File: src/rtl/fib_stream_gen.sv
// fib_stream_gen: parametrised Fibonacci term generator with a valid/ready
// output stream. Each accepted start emits F0..F(n_terms-1). The stream
// supports backpressure, reports the index of every term, flags the final
// term, pulses done after a run and raises a sticky overflow flag.
//
// Optional feature (macro FIB_SATURATE_EN): when defined, a sum that carries
// out of WIDTH bits, or that uses an already-wrapped operand, loads all-ones
// instead of the truncated value. When undefined, terms wrap modulo 2^WIDTH.
//
// Ports:
//   clk        system clock, rising edge
//   reset      synchronous active-low reset (0 = reset)
//   start      request a run; sampled only in IDLE
//   n_terms    number of terms to emit; sampled with start
//   busy       high in RUN and DONE
//   out_valid  term available
//   out_ready  consumer accepts term
//   out_data   current term value
//   out_index  index of current term (F0 = index 0)
//   out_last   current term is the final one of the run
//   done       one-cycle pulse after the last transfer or a zero-length run
//   overflow   sticky; an emitted term exceeded WIDTH bits
//
// State | meaning
// IDLE  | waiting for start
// RUN   | presenting terms on the stream
// DONE  | one-cycle completion pulse, then back to IDLE
module fib_stream_gen #(
  parameter int WIDTH = 32,
  parameter int CNT_W = 8
) (
  input  logic             clk,
  input  logic             reset,
  input  logic             start,
  input  logic [CNT_W-1:0] n_terms,
  output logic             busy,
  output logic             out_valid,
  input  logic             out_ready,
  output logic [WIDTH-1:0] out_data,
  output logic [CNT_W-1:0] out_index,
  output logic             out_last,
  output logic             done,
  output logic             overflow
);

  typedef enum logic [1:0] {IDLE, RUN, DONE} state_t;

  state_t           state;
  logic [WIDTH-1:0] a;
  logic [WIDTH-1:0] b;
  logic             a_wr;
  logic             b_wr;
  logic [CNT_W-1:0] idx;
  logic [CNT_W-1:0] n_lat;

  logic [WIDTH:0]   sum_full;
  logic [WIDTH-1:0] b_next;
  logic             b_wr_next;

  assign sum_full = {1'b0, a} + {1'b0, b};

  // A wrapped operand means the true sum has also left the WIDTH range,
  // so the flag propagates even when this particular add does not carry.
  always_comb begin
    b_wr_next = sum_full[WIDTH] | a_wr | b_wr;
`ifdef FIB_SATURATE_EN
    b_next = b_wr_next ? {WIDTH{1'b1}} : sum_full[WIDTH-1:0];
`else
    b_next = sum_full[WIDTH-1:0];
`endif
  end

  assign out_data  = a;
  assign out_index = idx;

  always_ff @(posedge clk) begin
    if (!reset) begin
      state     <= IDLE;
      a         <= '0;
      b         <= '0;
      a_wr      <= 1'b0;
      b_wr      <= 1'b0;
      idx       <= '0;
      n_lat     <= '0;
      overflow  <= 1'b0;
      busy      <= 1'b0;
      out_valid <= 1'b0;
      out_last  <= 1'b0;
      done      <= 1'b0;
    end else begin
      case (state)
        IDLE: begin
          done <= 1'b0;
          if (start) begin
            overflow <= 1'b0;
            busy     <= 1'b1;
            if (n_terms != '0) begin
              n_lat     <= n_terms;
              a         <= '0;
              b         <= WIDTH'(1);
              a_wr      <= 1'b0;
              b_wr      <= 1'b0;
              idx       <= '0;
              out_valid <= 1'b1;
              out_last  <= (n_terms == CNT_W'(1));
              state     <= RUN;
            end else begin
              done  <= 1'b1;
              state <= DONE;
            end
          end
        end

        RUN: begin
          if (out_ready) begin
            a    <= b;
            b    <= b_next;
            a_wr <= b_wr;
            b_wr <= b_wr_next;
            idx  <= idx + CNT_W'(1);
            if (a_wr) begin
              overflow <= 1'b1;
            end
            if (out_last) begin
              out_valid <= 1'b0;
              out_last  <= 1'b0;
              done      <= 1'b1;
              state     <= DONE;
            end else begin
              // Not last means idx <= n_lat-2, so idx+2 cannot wrap.
              out_last <= ((idx + CNT_W'(2)) == n_lat);
            end
          end
        end

        DONE: begin
          done  <= 1'b0;
          busy  <= 1'b0;
          state <= IDLE;
        end

        default: begin
          state <= IDLE;
        end
      endcase
    end
  end

endmodule

File: config.mk
export PLATFORM = sky130hd
export DESIGN_NAME = fib_stream_gen
export DESIGN_NICKNAME = d
export VERILOG_FILES = /design/src/rtl/fib_stream_gen.sv
export SDC_FILE = /design/constraint.sdc
export NUM_CORES = 1
export LEC_CHECK = 0
export CORE_MARGIN = 8
export CORE_UTILIZATION = 40
export DETAILED_ROUTE_END_ITERATION = 10
export PLACE_DENSITY = 0.68
export SLEW_MARGIN = 10
export SYNTH_ARGS = -nofsm -noshare
export SYNTH_HDL_FRONTEND = slang
export SYNTH_SLANG_ARGS = --single-unit
File: constraint.sdc
create_clock -name clk -period 7.54 [get_ports clk]
set_input_delay 2.262 -clock clk [delete_from_list [all_inputs] [get_ports clk]]
set_output_delay 2.262 -clock clk [all_outputs]
set_load 0.005 [all_outputs]
==> impl_metrics.ini, run 1 <==
[run_status]
status = completed

[timing]
slew_viol_final = 0
fin_hold_ws_ns = 0.472
fmax_ghz = 0.219
rsz0062_at_grt = no
relSlewSlack_pct = 44.4
fin_ws_ns = 2.97
clock_skew_ns = 0.00675
layout_min_cycle_time_ns = 4.57
hold_violations = 0
finalCritPeriodShare_pct = 60.5
setup_violations = 0
fin_setup_tns_ns = 0
worst_slew_pin_slew_ns = 0.835

[drt]
drt-initial-drc-count = 336
ant_nets = 0
wire_per_inst_um = 15.8
wl_um = 14000
drc = 0
vias_per_cell = 5.59
num_vias = 4965
firstDrtPassIters = 7

[logic_synthesis]
synthArstFlopShare_pct = 0
syn_avg_cell_area_um2 = 7.94
synth_top_area_cell = dfxtp_1
syn_inst = 677
yosysWarnings = 0
ys_ff_latch = 89
yosysTopAreaCellShare_pct = 33.1
yosysUniqueCellTypes = 68
syn_area_um2 = 5380
synth_nets = 728
synth_ff_type = dfxtp_1
synth_edf_count = 0
yosys-top-cells-area = dfxtp_1 33%, ha_1 8.8%, nand2_1 7.3%
ys_seq_area_share_pct = 33.1

[worst_setup_path]
crit_chain = clkdlybuf4s50_1, or4_4, o41ai_4, a21boi_4, nand3_1, o31ai_1, a221oi_1, nand2_1
max_stage_delay_ns = 0.57
slowest_stage = or4_4
crit_type = in -> reg
rr_worst_depth = 7
critPathMaxFanout = 20
crit_arrival_ns = 4.80
required_ns = 7.78
cp-start-kind = input pin
endpoint_kind = flop

[hold_path]
hold_path_depth = 2
hp-class = reg -> reg

[power_and_ir_drop]
switching_share_pct = 28.3
p_seq_share_pct = 44.1
irDropWorstVdd_v = 0.000103
p_comb_share_pct = 14.9
pwr_density_cell_nw_per_um2 = 177
p_switching_uw = 317
clkPwrFrac_pct = 41.0
p_int_uw = 802
leakage_nw = 2.42

[final_layout]
antenna_cells = 0
syn_to_final_growth_pct = 17.8
layout.nets = 759
multi_input_area_um2 = 3400
fillers = 1247
drive_above_1_share_pct = 5.20
postLayoutCellArea_um2 = 6330
regArea_um2 = 1780

[global_route]
grt_max_degree = 57
antenna_found_initial = 0
grt_pass1_vias = 4927
grt_use_total_pct = 16.3
grt_pass1_wl_um = 23900
grt_overflow = 0

[die]
fp.dieH_um = 132
dieArea_um2 = 17400
core_area_um2 = 13200
initial_core_util_pct = 40.8
pin_count = 57
die_w_um = 132
rows = 42

[placed_design]
hpwlAfterDp_um = 9890
dp_slack_ns = 2.59
gp_congestion = 0.942
io_buffers = 56
placed_cell_area_um2 = 6030

[cts]
post_cts_buffers = 0
ctsHtreeMaxLevel = 3
tritoncts.num_buffers = 9
cts_tree = built
clockBufferDepth = 2
postCtsHoldBufs = 0
ctsRootBufferMaster = clkbuf_16
clk_latency_ns = 0.35
cts.sinks = 89
clk_pin_slew_ns = 0.06
postCtsResizedCells = 0

[flow_run]
cap_violations = 0
## cell type report
type | count | share of cell area (%)
multi-input combinational | 537 | 53.7
sequential | 89 | 28.1
timing repair buffer | 61 | 9.45
clock buffer | 12 | 4.05
tap | 176 | 3.48
clock inverter | 3 | 0.632
inverter | 10 | 0.593
## synth_stat cells, drive strengths merged (4+ instances only)
| library cell | number |
|---|---|
| nor3 | 4 |
| a211oi | 7 |
| o21ai | 45 |
| nor2b | 4 |
| nand3 | 63 |
| ha | 38 |
| inv | 10 |
| a31oi | 9 |
| buf | 18 |
| a21boi | 16 |
| and3 | 9 |
| clkbuf | 23 |
| xor2 | 25 |
| o211ai | 10 |
| a21o | 12 |
| xnor2 | 14 |
| nand2 | 105 |
| a21oi | 73 |
| dfxtp | 89 |
| mux2i | 5 |
| nand4 | 11 |
| nor2 | 35 |
## power by group through the flow
stage	logic (mW)	clock network, mW	registers, mW
after detailed placement	0.168	0	0.503
after CTS	0.168	0.467	0.493
final	0.167	0.459	0.493
after global placement	0.162	0	0.503
after floorplan	0.117	0	0.501
after global routing	0.183	0.485	0.494
## through the flow
stage	instances	total power, mW	utilization (%)
2_1_floorplan	677	0.618	-
3_3_place_gp	873	0.665	45.8
3_5_place_dp	873	0.671	45.8
4_1_cts	888	1.13	48.0
5_1_grt	888	1.16	48.0
6_report	888	1.12	48.0
## flip-flops by register name, indices dropped and copies added (netlist names)
| signal | flops |
|---|---|
| b_wr | 1 |
| done | 1 |
| out_last | 1 |
| out_index | 8 |
| overflow | 1 |
| out_valid | 1 |
| state | 2 |
| out_data | 32 |
| b | 32 |
| busy | 1 |
| n_lat | 8 |
| a_wr | 1 |
## layer usage
layer	global-route usage (%)	vias up	share of wire [%]
met5	0	-	0
met3	3.47	21	3.9
met2	27.2	100	47
met1	19.8	2341	47
met4	6.70	0	2.0
li1	-	2503	-
## cell usage in the layout, fill, tap and decap left out, types with 2 or more instances in the layout
cell,netlist,final
and3_1,8,8
inv_1,9,9
nor3_1,3,3
o22a_1,2,2
a21o_1,12,12
or3_1,2,2
nand2_1,104,104
ha_1,38,38
xnor2_1,14,14
o211ai_1,9,9
nor4_1,2,2
and2_1,3,3
dfxtp_1,89,89
o31ai_1,3,3
nand2b_1,2,2
o21a_1,3,3
clkinv_2,0,2
nor2_1,35,35
o21ai_0,40,40
clkdlybuf4s50_1,0,56
nor2b_1,4,4
a21oi_1,72,72
a21boi_0,15,15
clkbuf_16,0,9
o22ai_1,2,2
or2_2,2,2
or4_1,2,2
nand4_1,11,11
o21bai_1,2,2
buf_4,1,5
a211oi_1,7,7
and4_1,2,2
clkbuf_8,0,2
xor2_1,25,25
nand3_1,63,63
o21ai_1,4,4
a31oi_1,9,9
a221oi_1,3,3
mux2i_1,5,5
## path summary, 6_finish.rpt
path / start / endpoint / slack, ns
max: n_terms[7] / b[31]$_SDFFE_PN0P_ / 2.97
max reg2reg: state[0]$_SDFFE_PN0P_ / b[31]$_SDFFE_PN0P_ / 4.72
min reg2reg: n_lat[1]$_SDFFE_PN0P_ / n_lat[1]$_SDFFE_PN0P_ / 0.47
min: n_lat[1]$_SDFFE_PN0P_ / n_lat[1]$_SDFFE_PN0P_ / 0.47
## worst max-delay path, delay by kind of cell
kind,cells,cell delay [ns]
buf+inv,1,0.42
compound gates,4,0.91
simple gates,3,1.21
## kinds of logic (layout without fill, tap and decap cells)
| logic type | count (synthesis) | after routing | share of synthesized area, % |
|---|---|---|---|
| and+or+nand+nor | 249 | 249 | 21.4 |
| AOI/OAI and AO/OA | 204 | 204 | 24.9 |
| DFF | 89 | 89 | 33.1 |
| buffers and inverters | 51 | 86 | 3.89 |
| adders and majority gates | 39 | 39 | 9.22 |
| xor gates and xnor gates | 39 | 39 | 6.35 |
| muxes | 6 | 6 | 1.14 |
No activity file was read; power rests on OpenSTA's default activity.
==> inputs of run 2 (changes only) <==
--- a/config.mk
+++ b/config.mk
@@ -8,7 +8,7 @@
 export CORE_MARGIN = 8
 export CORE_UTILIZATION = 40
 export DETAILED_ROUTE_END_ITERATION = 10
-export PLACE_DENSITY = 0.68
+export PLACE_DENSITY = 0.7
 export SLEW_MARGIN = 10
 export SYNTH_ARGS = -nofsm -noshare
 export SYNTH_HDL_FRONTEND = slang
==> constraint.sdc (replaced) <==
create_clock -name clk -period 3.68 [get_ports clk]
set_input_delay 1.104 -clock clk [delete_from_list [all_inputs] [get_ports clk]]
set_output_delay 1.104 -clock clk [all_outputs]
set_load 0.005 [all_outputs]
==> run 2 against run 1 <==
Sequential cell count did not move. Clock-buffer cell count is 2 lower. Final area grew 1.3%. Die area is the same. Combinational power is 120% higher. Final cell count increased by 0.68%. Register-to-register slack worse by 3.8 ns. First-iteration DRC count increased by 2.7%. Sequential share of layout area down 0.35 points. Critical path type unchanged.
==> impl_metrics.ini, run 2 (synthesis results as in run 1) <==
[worst_setup_path]
rr_endpoint = b_wr$_SDFFE_PN0P_
required_ns = 3.92
r2r-start = b[0]$_SDFFE_PN0P_
endpoint_kind = flop
worst-path-buf-inv = 1
path_depth = 7
critPathTopFamily = compound AO/OA/AOI/OAI gates
cp-start-kind = input pin
slowest_stage = or4_4
setup.worst_path.start = n_terms[7]
rr_worst_depth = 9
max_stage_delay_ns = 0.57
critPathMaxFanout = 5
crit_arrival_ns = 3.38
crit_type = in -> reg
crit_chain = clkdlybuf4s50_1, or4_4, o41ai_4, a21oi_1, and3_1, a221oi_1, nand2_1
endpoint = b[31]$_SDFFE_PN0P_
rrSetupSlack_ns = 0.89

[die]
dieArea_um2 = 17400
rows = 42
fp.dieH_um = 132
initial_core_util_pct = 40.8
core_area_um2 = 13200
pin_count = 57
die_w_um = 132

[timing]
finalCritPeriodShare_pct = 85.4
fin_hold_ws_ns = 0.471
relSlewSlack_pct = 40.5
layout_min_cycle_time_ns = 3.14
fin_setup_tns_ns = 0
worst_slew_pin_slew_ns = 0.893
fmax_ghz = 0.318
fin_ws_ns = 0.538
setup_violations = 0
clock_skew_ns = 0.0118
rsz0062_at_grt = no
slew_viol_final = 0
hold_violations = 0

[cts]
postCtsHoldBufs = 0
cts_tree = built
tritoncts.num_buffers = 9
post_cts_buffers = 0
postCtsResizedCells = 0
cts.sinks = 89
ctsRootBufferMaster = clkbuf_16
ctsHtreeMaxLevel = 3
clk_pin_slew_ns = 0.07
clockBufferDepth = 2
clk_latency_ns = 0.35

[global_route]
grt_overflow = 0
grt_pass1_wl_um = 23900
grt_pass1_vias = 4931
antenna_found_initial = 0
grt_max_degree = 53
grt_use_total_pct = 16.1

[drt]
firstDrtPassIters = 5
vias_per_cell = 5.59
wl_um = 14100
wire_per_inst_um = 15.7
drt-initial-drc-count = 345
drc = 0
ant_nets = 0
num_vias = 4996

[final_layout]
layout_common_cells = 104 x nand2_1, 89 x dfxtp_1, 72 x a21oi_1
layout.nets = 765
antenna_cells = 0
drive_above_1_share_pct = 6.13
instances_no_fill = 894
syn_to_final_growth_pct = 19.2
postLayoutCoreUtil_pct = 48.6
final_common_cell = nand2_1
postLayoutCellArea_um2 = 6410

[placed_design]
dpl.cell_count = 879
hpwlAfterDp_um = 10100
dp_slack_ns = 0.185
placed_cell_area_um2 = 6090
io_buffers = 56
gp_congestion = 0.910

[power_and_ir_drop]
irDropWorstVdd_v = 0.000185
total_power_mw = 2.37
pwr_density_cell_nw_per_um2 = 369
leakage_nw = 2.45

[flow_run]
cap_violations = 0

[run_status]
status = completed

[hold_path]
hold_path_depth = 2
hp-class = reg -> reg
run 2: cell types whose count changed in the layout (fill, tap and decap cells not counted):
cell / delta
clkinv_2: -1
clkinvlp_4: +2
bufinv_16: +1
clkbuf_8: -1
buf_12: +1
clkbuf_1: -1
buf_4: +5
run 2: worst min path at each step:
stage,slack [ns],to,from
after detailed placement,0.46,n_lat[0]$_SDFFE_PN0P_,n_lat[0]$_SDFFE_PN0P_
after global placement,0.46,b[17]$_SDFFE_PN0P_,b[17]$_SDFFE_PN0P_
after CTS,0.47,n_lat[0]$_SDFFE_PN0P_,n_lat[0]$_SDFFE_PN0P_
final,0.47,n_lat[0]$_SDFFE_PN0P_,n_lat[0]$_SDFFE_PN0P_
after floorplan,0.45,b[17]$_SDFFE_PN0P_,b[17]$_SDFFE_PN0P_
after global routing,0.49,out_data[7]$_SDFFE_PN0P_,out_data[7]$_SDFFE_PN0P_
run 2: layer usage:
metal	GRT usage [%]	wire length [um]	part of all wire (%)
met4	6.57	260	1.8
met1	20.6	6770	48
met5	0	0	0
met3	3.66	674	4.8
met2	25.5	6350	45
run 2: final cells by class:
class	instances	area (um^2)
Inverter	10	37.5
Clock inverter	5	80.1
Tap cell	176	220
Sequential cell	89	1780
Fill cell	1264	6780
Timing Repair Buffer	67	656
Clock buffer	10	239
Multi-Input combinational cell	537	3400
run 2: report_power, final:
group          internal (mW)  switching (mW)  total (mW)
clock                  0.608           0.388       0.997
sequential             0.988          0.0218        1.01
combinational          0.115           0.247       0.362
total                   1.71           0.658        2.37
run 2: worst register-to-register path, cell delays in order, from the launching register on:
cell and delay, ns:
dfxtp_1 0.33, ha_1 0.23, fa_1 0.41, a21oi_1 0.24, o211ai_1 0.21, a211oi_1 0.31
o211ai_1 0.19, a31oi_1 0.46, or3_1 0.20, a211oi_1 0.06
==> inputs of run 3 (changes only) <==
--- a/config.mk
+++ b/config.mk
@@ -6,9 +6,9 @@
 export NUM_CORES = 1
 export LEC_CHECK = 0
 export CORE_MARGIN = 8
-export CORE_UTILIZATION = 40
+export CORE_UTILIZATION = 27
 export DETAILED_ROUTE_END_ITERATION = 10
-export PLACE_DENSITY = 0.7
+export PLACE_DENSITY = 0.54
 export SLEW_MARGIN = 10
 export SYNTH_ARGS = -nofsm -noshare
 export SYNTH_HDL_FRONTEND = slang
==> run 3 against run 2 <==
Sequential cell count unchanged. Critical path depth unchanged. Sequential power is essentially flat. Die area up 42%. Maximum frequency rose by 1.3%. Via count fell by 3.1%. Final cell count rose by 10%. Highest routed layer unchanged.
==> impl_metrics.ini, run 3 (synthesis results as in run 1) <==
[placed_design]
dpl.cell_count = 969
dp_slack_ns = 0.225
io_buffers = 56
gp_congestion = 0.841
hpwlAfterDp_um = 10800

[timing]
finalCritPeriodShare_pct = 84.3
rsz0062_at_grt = no
slew_viol_final = 0
layout_min_cycle_time_ns = 3.10
fmax_ghz = 0.322
clock_skew_ns = 0.00879
relSlewSlack_pct = 39.9
setup_violations = 0
fin_ws_ns = 0.578
worst_slew_pin_slew_ns = 0.901
fin_setup_tns_ns = 0
hold_violations = 0

[final_layout]
fillers = 2109
syn_to_final_growth_pct = 22.1
instances_no_fill = 985
drive_above_1_share_pct = 6.25
antenna_cells = 0
layout_common_cells = 104 x nand2_1, 89 x dfxtp_1, 72 x a21oi_1
layout.nets = 766
final_common_cell = nand2_1

[power_and_ir_drop]
p_comb_share_pct = 15.2
clkPwrFrac_pct = 43.5
irDropWorstVdd_v = 0.000197
total_power_mw = 2.44
pwr_density_cell_nw_per_um2 = 372
p_seq_share_pct = 41.3
p_int_mw = 1.77
p_switching_uw = 673
switching_share_pct = 27.5
leakage_nw = 2.48

[drt]
drt-initial-drc-count = 257
wire_per_inst_um = 15.0
ant_nets = 0
vias_per_cell = 4.91
drc = 0
wl_um = 14800
firstDrtPassIters = 4
num_vias = 4841

[cts]
postCtsHoldBufs = 0
tritoncts.num_buffers = 9
ctsRootBufferMaster = clkbuf_16
clk_pin_slew_ns = 0.06
clockBufferDepth = 2
cts_tree = built
postCtsResizedCells = 0
post_cts_buffers = 0
ctsHtreeMaxLevel = 3
cts.sinks = 89
clk_latency_ns = 0.36

[global_route]
grt_overflow = 0
antenna_found_initial = 0
grt_use_total_pct = 12.6
grt_pass1_vias = 4846
grt_max_degree = 53
grt_pass1_wl_um = 25300

[worst_setup_path]
rr_endpoint = b_wr$_SDFFE_PN0P_
max_stage_delay_ns = 0.57
crit_arrival_ns = 3.34
crit_chain = clkdlybuf4s50_1, or4_4, o41ai_4, a21oi_1, and3_1, a221oi_1, nand2_1
endpoint_kind = flop
crit_type = in -> reg
required_ns = 3.91
r2r-start = b[0]$_SDFFE_PN0P_
cp-start-kind = input pin
critPathMaxFanout = 3
slowest_stage = or4_4
rr_worst_depth = 9
rrSetupSlack_ns = 0.90

[hold_path]
hp-class = reg -> reg
hold_path_depth = 2
min_from = n_lat[1]$_SDFFE_PN0P_
hold_end = n_lat[1]$_SDFFE_PN0P_

[die]
pin_count = 57
rows = 51
fp.dieH_um = 157
die_w_um = 157
initial_core_util_pct = 27.5
core_area_um2 = 19500
dieArea_um2 = 24700

[run_status]
status = completed

[flow_run]
cap_violations = 0
-- run 3: cell count changes in the layout (fill, tap and decap cells not counted), sizes merged --
cell / delta
clkinvlp: -2
clkbuf: +1
bufinv: +1
buf: +1
clkinv: +1
-- run 3: area by class of cell --
cell class | count | area (um^2) | share of cell area [%]
Timing Repair Buffer | 68 | 676 | 10.3
Clock buffer | 11 | 233 | 3.55
Inverter | 10 | 37.5 | 0.572
Multi-Input combinational cell | 537 | 3400 | 51.8
Sequential cell | 89 | 1780 | 27.1
Tap cell | 265 | 332 | 5.05
Clock inverter | 5 | 104 | 1.58
-- run 3: per-layer routing --
| layer | GRT usage (%) | share of wire (%) | up-vias |
|---|---|---|---|
| met3 | 2.30 | 3.2 | 15 |
| li1 | - | - | 2519 |
| met1 | 16.9 | 51 | 2251 |
| met4 | 4.49 | 1.5 | 0 |
| met5 | 0 | 0 | - |
| met2 | 19.7 | 44 | 56 |
-- run 3: through the flow --
stage | util (%) | hold WS (ns) | area (um^2)
finish | 33.6 | 0.465 | 6560
global route | 33.6 | 0.486 | 6560
CTS | 33.6 | 0.472 | 6560
detailed placement | 31.9 | 0.462 | 6230
global placement | 31.9 | 0.457 | 6230
floorplan | - | 0.445 | 5380
-- run 3: how the worst max path moves through the flow --
stage / startpoint / end / slack [ns] / cells past startpoint
3_3_place_gp: n_terms[7] / out_index[4]$_SDFFE_PN0P_ / 0.23 / 8
6_report: n_terms[7] / b[31]$_SDFFE_PN0P_ / 0.58 / 7
3_5_place_dp: n_terms[7] / b[29]$_SDFFE_PN0P_ / 0.22 / 9
5_1_grt: n_terms[7] / b[31]$_SDFFE_PN0P_ / 0.39 / 7
2_1_floorplan: n_terms[7] / out_index[6]$_SDFFE_PN0P_ / 0.84 / 8
4_1_cts: n_terms[7] / b[29]$_SDFFE_PN0P_ / 0.60 / 9
-- run 3: power by group through the flow --
stage | logic [mW] | clock network (mW) | registers (mW)
final | 0.372 | 1.06 | 1.01
after global routing | 0.415 | 1.14 | 1.01
after floorplan | 0.239 | 0 | 1.03
after detailed placement | 0.375 | 0 | 1.03
after CTS | 0.376 | 1.09 | 1.01
after global placement | 0.375 | 0 | 1.03
-- run 3: worst max-delay path: cells and delay by family --
family                 cells  cell delay, ns
AOI/OAI and AO/OA          3            0.92
and+or+nand+nor            3            0.88
buffers and inverters      1            0.43
